**src/rtl/advgen_pkg.sv**
```systemverilog
// Shared types and widths for the advance-pulse burst generator.
// Imported by advgen_gap and the advgen1 top.
package advgen_pkg;

  localparam int CNT_W = 6;
  localparam int GAP_W = 3;

  typedef enum logic [2:0] {
    ST_IDLE,
    ST_CLEAR,
    ST_PULSE,
    ST_GAP,
    ST_DONE
  } state_t;

  // Narrows the integer GAP parameter to the gap timer width.
  function automatic logic [GAP_W-1:0] gap_cfg(input int gap);
    logic [31:0] g;
    g = 32'(gap);
    return g[GAP_W-1:0];
  endfunction

endpackage

```
**src/rtl/advgen_gap.sv**
```systemverilog
// Loadable down-counter that times the idle cycles between advance pulses.
// Holding freezes the count; expired marks the last counted cycle.
module advgen_gap
  import advgen_pkg::*;
(
  input  logic             clk,
  input  logic             rst,
  input  logic             load,
  input  logic [GAP_W-1:0] load_val,
  input  logic             hold,
  output logic             expired
);

  logic [GAP_W-1:0] count;

  always_ff @(posedge clk) begin
    if (rst) begin
      count <= '0;
    end else if (load) begin
      count <= load_val;
    end else if (!hold && count != '0) begin
      count <= count - GAP_W'(1);
    end
  end

  assign expired = (count == GAP_W'(1));

endmodule

```
**src/rtl/advgen1.sv**
```systemverilog
// Burst generator: clears a downstream counter, then issues N spaced advance strobes.
// Optional readback check of the downstream counter is enabled by defining ADVGEN1_CHECK_EN.
module advgen1
  import advgen_pkg::*;
#(
  parameter int GAP = 1
) (
  input  logic             clk,
  input  logic             rst,
  input  logic             i_start,
  input  logic [CNT_W-1:0] i_n,
  input  logic             i_hold,
  input  logic [CNT_W-1:0] i_count,
  output logic             o_clear,
  output logic             o_advance,
  output logic             o_busy,
  output logic             o_done,
  output logic             o_err
);

  localparam logic [GAP_W-1:0] GAP_VAL = gap_cfg(GAP);

  state_t           state, state_n;
  logic [CNT_W-1:0] rem, rem_n;
  logic             clear_n, adv_n, busy_n, done_n;
  logic             gap_load, gap_expired;

  advgen_gap u_gap (
    .clk      (clk),
    .rst      (rst),
    .load     (gap_load),
    .load_val (GAP_VAL),
    .hold     (i_hold),
    .expired  (gap_expired)
  );

  always_ff @(posedge clk) begin
    if (rst) begin
      state     <= ST_IDLE;
      rem       <= '0;
      o_clear   <= 1'b0;
      o_advance <= 1'b0;
      o_busy    <= 1'b0;
      o_done    <= 1'b0;
    end else begin
      state     <= state_n;
      rem       <= rem_n;
      o_clear   <= clear_n;
      o_advance <= adv_n;
      o_busy    <= busy_n;
      o_done    <= done_n;
    end
  end

  // Strobes are decided one edge ahead so every output leaves a flop; in PULSE,
  // o_advance being high means the current cycle is the one that consumes a count.
  always_comb begin
    state_n  = state;
    rem_n    = rem;
    clear_n  = 1'b0;
    adv_n    = 1'b0;
    busy_n   = o_busy;
    done_n   = 1'b0;
    gap_load = 1'b0;
    case (state)
      ST_IDLE: begin
        if (i_start) begin
          state_n = ST_CLEAR;
          rem_n   = i_n;
          clear_n = 1'b1;
          busy_n  = 1'b1;
        end
      end
      ST_CLEAR: begin
        if (rem != '0) begin
          state_n = ST_PULSE;
          adv_n   = !i_hold;
        end else begin
          state_n = ST_DONE;
          done_n  = 1'b1;
        end
      end
      ST_PULSE: begin
        if (o_advance && rem != '0) begin
          rem_n = rem - CNT_W'(1);
          if (rem == CNT_W'(1)) begin
            state_n = ST_DONE;
            done_n  = 1'b1;
          end else if (GAP_VAL == '0) begin
            adv_n = !i_hold;
          end else begin
            state_n  = ST_GAP;
            gap_load = 1'b1;
          end
        end else begin
          adv_n = !i_hold;
        end
      end
      ST_GAP: begin
        if (!i_hold && gap_expired) begin
          state_n = ST_PULSE;
          adv_n   = 1'b1;
        end
      end
      ST_DONE: begin
        state_n = ST_IDLE;
        busy_n  = 1'b0;
      end
      default: begin
        state_n = ST_IDLE;
        busy_n  = 1'b0;
      end
    endcase
  end

`ifdef ADVGEN1_CHECK_EN
  logic [CNT_W-1:0] n_lat;

  // The downstream counter must equal the requested burst length once DONE is reached.
  always_ff @(posedge clk) begin
    if (rst) begin
      n_lat <= '0;
      o_err <= 1'b0;
    end else if (state == ST_IDLE && i_start) begin
      n_lat <= i_n;
      o_err <= 1'b0;
    end else if (state == ST_DONE && i_count != n_lat) begin
      o_err <= 1'b1;
    end
  end
`else
  logic unused_count;
  assign unused_count = ^i_count;
  assign o_err = 1'b0;
`endif

endmodule

```
**config.mk**
```make
export PLATFORM = sky130hd
export DESIGN_NAME = advgen1
export DESIGN_NICKNAME = d
export VERILOG_FILES = /design/src/rtl/advgen_pkg.sv /design/src/rtl/advgen_gap.sv /design/src/rtl/advgen1.sv
export SDC_FILE = /design/constraint.sdc
export NUM_CORES = 1
export LEC_CHECK = 0
export BUFFER_PORTS_ARGS = -buffer_cell sky130_fd_sc_hd__buf_2
export CAP_MARGIN = 20
export CORE_MARGIN = 5
export CORE_UTILIZATION = 47
export DETAILED_ROUTE_END_ITERATION = 8
export PLACE_DENSITY = 0.75
export SKIP_CTS_REPAIR_TIMING = 1
export SYNTH_ARGS = -nofsm -noshare
export SYNTH_HDL_FRONTEND = slang
export SYNTH_HIERARCHICAL = 1
export SYNTH_SLANG_ARGS = --single-unit
```
**constraint.sdc**
```tcl
create_clock -name clk -period 3.7 [get_ports clk]
set_input_delay 0.185 -clock clk [delete_from_list [all_inputs] [get_ports clk]]
set_output_delay 0.185 -clock clk [all_outputs]
set_load 0.005 [all_outputs]
```
# --- Word-level counts from Yosys, hierarchy flattened ---
# Index checks and enable logic that the tools add are counted.
op_classes:
  addsub: 2
  eq_ne: 8
  n_mux: 25
  bitwise_logic: 2
  n_reduce_logical: 15
ops:
  columns: ["op", "count"]
  rows:
  - ["2-to-1 mux 3 bit", 5]
  - ["2-to-1 mux 1 bit", 13]
  - ["2-to-1 mux 6 bit", 2]
  - ["one-hot mux 3 bit (4 select lines)", 1]
  - ["one-hot mux 6 bit (2 select lines)", 1]
  - ["equality test 3 x 1 -> 1 bit, second input constant", 2]
  - ["equality test 3 x 2 -> 1 bit, second input constant", 2]
  - ["equality test 6 x 1 -> 1 bit, second input constant", 1]
  - ["inequality test 2 bit, second input constant", 3]
  - ["AND reduction 3 bit", 2]
  - ["nonzero test 6 bit", 1]
  - ["subtractor 6 x 1 -> 6 bit, second input constant", 1]
  - ["one-hot mux 1 bit (2 select lines)", 2]
  - ["nonzero test 2 bit", 2]
  - ["OR reduction 2 bit", 2]
  - ["logical AND 1 bit", 3]
  - ["logical NOT 3 bit", 1]
  - ["one-hot mux 1 bit (3 select lines)", 1]
  - ["nonzero test 3 bit", 1]
  - ["OR reduction 3 bit", 1]
  - ["subtractor 3 x 1 -> 3 bit, second input constant", 1]
  - ["inverter 1 bit", 2]
  - ["AND reduction 2 bit", 1]
  - ["logical NOT 1 bit", 1]
totals:
  regBits: 16
  inputBits: 16
  output_inout_bits: 5

# --- Longest topological paths before layout ---
# Gate-level depths: netlist of the first run.
logic_depth:
  ltp_word: 5
  ltp_mapped: 7

# --- Cells and area by module ---
# Netlist of the first run, hierarchy kept.
modules_own_cells:
  columns: ["mod", "n_inst", "cells_per_inst", "area_per_inst_um2", "seq_area_each_um2"]
  rows:
  - ["advgen1", 1, 97, 850.8, 260.2]
  - ["advgen_gap", 1, 25, 211.5, 60.1]

# --- Least setup slack after synthesis of the first run ---
# Ideal clock, no wire load.
synth_path:
  path_type: "reg2reg"
  start: "register rem[3]"
  end: "register u_gap.count[1]"
  setup_ps: 106
  arrival_ps: 1666
  required_ps: 3594
  path_slack_ps: 1928
  stages_incl_launch_ff: 6
  path_buffers: 0
  synth_period_minus_slack_ps: 1772
  path_cell_list: "dfxtp_1 nor4_2 a21o_1 a211oi_2 or3_1 o311ai_0"
synth_between:
  elab_chain_cells: 5
  word_cells_on_any_way: 7
  classes_between: "1 x eq/ne; 3 x mux; 3 x reduce/logical"
synth_rtl:
  columns: ["element", "line_no", "text"]
  rows:
  - ["from (decl)", "advgen1.sv:24", "logic [CNT_W-1:0] rem, rem_n;"]
  - ["from (signal assigned)", "advgen1.sv:47", "rem <= rem_n;"]
  - ["equality test 6 x 1 -> 1 bit / nonzero test 6 bit (equally long branches)", "advgen1.sv:86, advgen1.sv:84", null]
  - ["2-to-1 mux 1 bit / logical AND 1 bit (equally long branches)", "advgen1.sv:86, advgen1.sv:84", null]
  - ["2-to-1 mux 1 bit (*)", "advgen1.sv:84", "if (o_advance && rem != '0) begin"]
  - ["2-to-1 mux 1 bit (*)", "advgen1.sv:65", "case (state)"]
  - ["net gap_load", "advgen1.sv:26", "logic gap_load, gap_expired;"]
  - ["OR reduction 2 bit (no line) (*)", null, null]
  - ["to (signal assigned)", "advgen_gap.sv:20", "count <= load_val;"]
  - ["to (signal assigned)", "advgen_gap.sv:22", "count <= count - GAP_W'(1);"]
  - ["to (decl)", "advgen_gap.sv:14", "logic [GAP_W-1:0] count;"]
# Mark *: on every way through the listed nets, which the timed path passes. The rest lies on a longest branch.
# A chain may end at the register's enable or synchronous reset.

# --- Worst setup path after layout of the first run ---
layout_path:
  start: "register state[1]"
  end: "register u_gap.count[2]"
layout_between:
  elab_chain_cells: 3
layout_rtl:
  columns: ["element", "line_no", "text"]
  rows:
  - ["from (decl)", "advgen1.sv:23", "state_t state, state_n;"]
  - ["from (signal assigned)", "advgen1.sv:46", "state <= state_n;"]
  - ["equality test 3 x 2 -> 1 bit", "advgen1.sv:65", null]
  - ["2-to-1 mux 1 bit", "advgen1.sv:65", null]
  - ["net gap_load", "advgen1.sv:26", null]
  - ["OR reduction 2 bit (no line)", null, null]
# The timed path passes the listed nets, and every way through them passes these cells.

==> metrics.md, run 1 <==
| Metric | Value |
|---|---|
| Hold/Removal Path Class | input port to flop |
| Final Critical Period | 2069 ps |
| Crit path max fanout | 11 |
| Post-synthesis sequential element count | 16 |
| Most frequent standard cell in the layout excluding fill and tap cells | dfxtp_1 |
| Insertion delay of the later-clocked pin in the worst-skew pair | 290 ps |
| Final Slew Violations | 0 |
| PnR worst setup slack | 1631 ps |
| Synthesis warning total | 6 |
| Placed Cells | 159 |
| Antenna cell count | 0 |
| Dominant synthesized flop cell | dfxtp_1 |
| Remaining antenna violation count after routing | 0 |
| TritonCTS clock tree | done |
| Element type at the critical path end | flop |
| Leakage component of the power | 0.4325 nW |
| Boundary Pins | 21 |
| Wire length reported by the detailed router | 2269 µm |
| Post-synth EDFFs | 0 |
| Number of global-route vias before repair | 850 |
| Final Hold Violating Endpoints | 0 |
| Commonest cells after routing, fill and taps aside | dfxtp_1, buf_2, inv_1, nor2_1, a21oi_1 |
| Area used by multi-input combinational logic | 663.1 µm² |
| Fmax | 483.3 MHz |
| Pre-antenna DRT Iters | 4 |
| Height of the die | 57.54 µm |
| Fin Clk Skew | 2.905 ps |
| Data required time of the worst path | 3900 ps |
| Aggregate negative setup slack | 0 ps |
| Gr usage total | 0.1435 |
| Number of different library cells in the post-synthesis netlist | 46 |
| Outcome | finished clean |
| Initial Util | 0.4849 |
| Number of cell rows | 17 |
| DP Area | 1125 µm² |
| Post-DR wirelength/cell | 14.01 µm |
| Final core utilization | 0.5237 |
| FFs w/ async S/R, synth | 0 |
| Mapped Cells | 122 |
| Gate family responsible for the most delay along the worst path | compound AO/OA/AOI/OAI gates |
| Final Instance Count excl. Fillers | 162 |
| Clock tree sinks | 16 |
| Last weighted congestion value of the routability-driven placer | 0.8131 |
| Pin count of the biggest net entering global routing | 18 |
| Number of antenna violations at the first check in global routing | 0 |
| Cell chosen for the clock root | clkbuf_4 |
| Levels on crit path | 4 |
| Rel. slew slack | 0.5424 |
| Avg Vias per Cell | 5.914 |
| Fraction of the yosys area taken by sequential cells | 0.3015 |
| Worst path buffer plus inverter count | 1 |
| Pwr Density | 640.4 nW/µm² |
| Vias | 958 |
| Buffers from clock root to sink, at most | 2 |
| Remaining design rule violation count | 0 |
| Final global-route overflow total | 0 |
| Min-Delay Path Depth | 3 |
| Worst-path cell chain | or3b_1, a211oi_2, inv_1, a311oi_1 |
| Signed area change from the synthesized netlist to the final layout | 8.009% |
| Maximum level of the CTS H-tree | 1 |
| Share of cells above drive strength 1 | 0.1716 |
| Detailed Route Iter0 Violations | 19 |
| Synthesized area per cell | 8.707 µm² |
| Clk pin slew, worst setup/hold paths | 90 ps |
| Setup repair after global routing missed its margin | no |
| Net count reported at finish | 158 |
| Pre-CTS setup slack | 1666 ps |
| Wire length of the first global-routing pass | 3788 µm |
| Depth of the worst register-to-register path | 4 |
| Tightest Pin Transition | 685.0 ps |
| IO Port Bufs | 13 |
| Arrival time of data at the critical path endpoint | 2270 ps |
| Std-Cell Core Area | 2191 µm² |
| Cts bufs inserted | 3 |
| Die X-Extent | 57.54 µm |
| Part of the cycle the worst path needs | 0.5592 |
| Largest stage delay, worst path | 580 ps |
| Slowest CP cell | or3b_1 |
| Overall power after layout | 734.8 µW |
| Fin area | 1147 µm² |
| Number of maximum-capacitance constraint violations | 0 |
| Final Hold Slack | 212.9 ps |
| HPWL Detailed | 1690 µm |
| Fill count | 220 |
| Area occupied by registers | 320.3 µm² |
| Critical setup path kind | flop to flop |
| Critical Path Source Type | flop |
| Mapped Area | 1062 µm² |
| Maximum vdd drop | 0.3036 mV |
| Die Outline Area | 3311 µm² |
| Final setup vio count | 0 |
## state kept, by name, indices dropped and copies added, names as in the netlist
| name | count |
|---|---|
| u_gap/count | 3 |
| o_done | 1 |
| o_busy | 1 |
| state | 3 |
| o_advance | 1 |
| o_clear | 1 |
| rem | 6 |
## report_power, final
part / total, mW / internal [mW] / switching [mW]
combinational: 0.362 / 0.152 / 0.209
sequential: 0.282 / 0.220 / 0.0628
clock: 0.0907 / 0.0379 / 0.0528
total: 0.735 / 0.410 / 0.325
## area by class of cell
type / count / share of cell area
sequential: 16 / 0.2792
clock buffer: 3 / 0.01963
timing repair buffer: 13 / 0.05671
tap: 28 / 0.03053
inverter: 11 / 0.03599
multi-input combinational: 91 / 0.5780
## synth_stat cells (all sizes together) (3+ instances only)
master / count / area share
nor2: 7 / 0.025
nor3: 5 / 0.024
nand2: 6 / 0.021
nor3b: 3 / 0.021
nand3: 3 / 0.014
a21oi: 7 / 0.033
ha: 6 / 0.071
o22ai: 3 / 0.024
buf: 4 / 0.035
dfxtp: 16 / 0.30
inv: 11 / 0.039
a211oi: 4 / 0.033
or3: 5 / 0.029
o21ai: 5 / 0.024
## cells by family (layout without fill, tap and decap cells)
family / Yosys count / in the layout / synth area share
AO/OA/AOI/OAI: 40 / 40 / 0.3121
flip-flops: 16 / 16 / 0.3015
buffers and inverters: 17 / 27 / 0.08127
AND/OR/NAND/NOR: 41 / 41 / 0.2273
adder cells (fa/ha/maj): 6 / 6 / 0.07067
other: 2 / 4 / 0.007070
## worst reg2reg max path, cell delays in order (launching register included)
cell and delay (ps):
dfxtp_1 530, or3b_1 590, a211oi_2 470, inv_1 160, a311oi_1 240
## routing by layer
metal | routed length, µm | GRT usage
met1 | 1116 | 0.1992
met2 | 1001 | 0.2210
met3 | 118 | 0.03394
met4 | 32 | 0.03974
met5 | 0 | 0
## worst paths after layout
path,to,slack [ps],start
max reg2reg,u_gap/count[2]$_SDFFE_PP0P_,1630,state[1]$_SDFFE_PP0P_
max,u_gap/count[2]$_SDFFE_PP0P_,1630,state[1]$_SDFFE_PP0P_
min,rem[4]$_SDFFE_PP0P_,210,i_n[4]
min reg2reg,o_busy$_SDFFE_PP0P_,500,o_busy$_SDFFE_PP0P_
(Power assumes the default switching activity.)
==> run 2: changes to the inputs <==
Settings changed: PLACE_DENSITY 0.75 to 0.77.
Clock period 3.7 ns to 1.7 ns, I/O delays scaled along.
==> run 2 against run 1 <==
Utilization grew 7.1 points. Clock power grew 120%. Sequential cell count unchanged. Register-to-register slack worse by 1600 ps. Maximum frequency grew 26%. Sequential share of layout area decreased by 3.1 points. Critical path type unchanged. Final area grew 14%. Via count rose by 7.9%. Largest power group unchanged.
==> metrics.md, run 2 (synthesized netlist as in run 1, its figures left out) <==
| Metric | Value |
|---|---|
| Outcome | finished clean |
| Start of the worst register-to-register path | state[0]$_SDFFE_PP0P_ |
| Number of maximum-capacitance constraint violations | 0 |
| Vias | 1034 |
| Crit path capture | rem[2]$_SDFFE_PP0P_ |
| Std-Cell Core Area | 2191 µm² |
| Crit path max fanout | 10 |
| Antenna cell count | 0 |
| Final Instance Count excl. Fillers | 177 |
| Setup repair after global routing missed its margin | yes |
| Worst reg2reg endpoint | rem[2]$_SDFFE_PP0P_ |
| Die X-Extent | 57.54 µm |
| Clk pin slew, worst setup/hold paths | 90 ps |
| Leakage component of the power | 0.5170 nW |
| TritonCTS clock tree | done |
| Detailed Route Iter0 Violations | 31 |
| Data required time of the worst path | 1920 ps |
| Signed area change from the synthesized netlist to the final layout | 22.61% |
| IO Port Bufs | 13 |
| Final Critical Period | 1640 ps |
| Clock tree sinks | 16 |
| Pin count of the biggest net entering global routing | 18 |
| Gate family responsible for the most delay along the worst path | simple AND/OR/NAND/NOR gates |
| Fmax | 609.9 MHz |
| Part of the cycle the worst path needs | 0.9644 |
| Commonest cells after routing, fill and taps aside | buf_4, dfxtp_1, buf_2, inv_1 |
| Net count reported at finish | 173 |
| Number of antenna violations at the first check in global routing | 0 |
| Critical Path Source Type | flop |
| Last weighted congestion value of the routability-driven placer | 0.9170 |
| Arrival time of data at the critical path endpoint | 1860 ps |
| Worst path buffer plus inverter count | 1 |
| Fin area | 1303 µm² |
| Cell chosen for the clock root | clkbuf_4 |
| Pwr Density | 1438 nW/µm² |
| Final Slew Violations | 0 |
| Max FFs per register | 6 |
| Worst-path cell chain | or3b_1, buf_4, or3_1, a21oi_1, a32o_1 |
| Largest registers | rem x6, state x3, u_gap/count x3 |
| Wire length of the first global-routing pass | 4236 µm |
| Maximum level of the CTS H-tree | 1 |
| Depth of the worst register-to-register path | 5 |
| Number of global-route vias before repair | 981 |
| Boundary Pins | 21 |
| Crit path from | state[0]$_SDFFE_PP0P_ |
| Final Hold Violating Endpoints | 0 |
| Number of cell rows | 17 |
| Die Outline Area | 3311 µm² |
| Levels on crit path | 5 |
| Setup slack on the worst flop-to-flop path | 60 ps |
| Gr usage total | 0.1574 |
| Critical setup path kind | flop to flop |
| HPWL Detailed | 1816 µm |
| Remaining antenna violation count after routing | 0 |
| Placed Cells | 174 |
| Buffers from clock root to sink, at most | 2 |
| Largest stage delay, worst path | 430 ps |
| Height of the die | 57.54 µm |
| Maximum vdd drop | 0.7969 mV |
| Aggregate negative setup slack | 0 ps |
| Wire length reported by the detailed router | 2512 µm |
| Post-DR wirelength/cell | 14.19 µm |
| Most frequent standard cell in the layout excluding fill and tap cells | buf_4 |
| Hold/Removal Path Class | input port to flop |
| Avg Vias per Cell | 5.842 |
| Share of cells above drive strength 1 | 0.2953 |
| Insertion delay of the later-clocked pin in the worst-skew pair | 280 ps |
| Element type at the critical path end | flop |
| DP Area | 1246 µm² |
| Fin Clk Skew | 3.387 ps |
| Final setup vio count | 0 |
| Final global-route overflow total | 0 |
| Pre-antenna DRT Iters | 4 |
| Top reg by flops | rem |
| Initial Util | 0.4849 |
| Remaining design rule violation count | 0 |
| Slowest CP cell | or3b_1 |
| Cts bufs inserted | 3 |
==> run 2: cell count changes in the layout (fill, tap and decap cells not counted) <==
cell | before | now
o311ai_2 | 1 | 2
a211oi_2 | 1 | 0
or3_4 | 0 | 2
dfxtp_2 | 0 | 2
a221oi_2 | 0 | 1
dfxtp_1 | 16 | 14
o311ai_0 | 1 | 0
nor4_2 | 1 | 0
a221oi_1 | 1 | 0
or3_1 | 5 | 3
a211oi_4 | 0 | 1
nor4_4 | 0 | 1
buf_4 | 0 | 15
==> run 2: cell type report <==
cell class              count  area (µm²)
clock buffers               3       22.52
fillers                   196       888.4
inverters                  11       41.29
multi-input cells          91       703.2
flip-flops and latches     16       322.8
well taps                  28       35.03
repair buffers             28       177.7
==> run 2: worst min-delay path, delay by kind of cell <==
family | cells | cell delay (ps)
buf+inv | 1 | 90
compound gates | 2 | 180
==> run 2: routing by layer <==
metal / vias up / track usage / part of all wire
met4: 0 / 0.02980 / 0.010
met5: - / 0 / 0
li1: 512 / - / -
met3: 4 / 0.03846 / 0.067
met2: 41 / 0.2532 / 0.46
met1: 477 / 0.2135 / 0.46
==> run 2: where the power goes <==
part	switching, mW	internal, mW	total, mW
sequential	0.0794	0.480	0.559
clock	0.117	0.0821	0.199
combinational	0.606	0.508	1.11
==> run 2: how the worst min path moves through the flow <==
stage	depth (start not counted)	from	endpoint	slack [ps]
2_1_floorplan	1	rst	u_gap/count[0]$_SDFFE_PP0P_	160
3_3_place_gp	3	i_n[4]	rem[4]$_SDFFE_PP0P_	400
3_5_place_dp	3	i_n[4]	rem[4]$_SDFFE_PP0P_	430
4_1_cts	3	i_n[1]	rem[1]$_SDFFE_PP0P_	130
5_1_grt	3	i_n[4]	rem[4]$_SDFFE_PP0P_	90
6_report	3	i_n[4]	rem[4]$_SDFFE_PP0P_	110
==> run 2: metrics by stage <==
stage                     total power, mW  utilization  hold slack (ps)  setup WS, ps
final                               1.872       0.5945            112.1         60.44
after global routing                2.053       0.5945            89.08        -17.65
after CTS                           1.787       0.5791            127.1        -11.08
after detailed placement            1.585       0.5688            429.6         14.77
after global placement              1.560       0.5688            400.7         82.40
after floorplan                     1.287            -            157.1         1.281
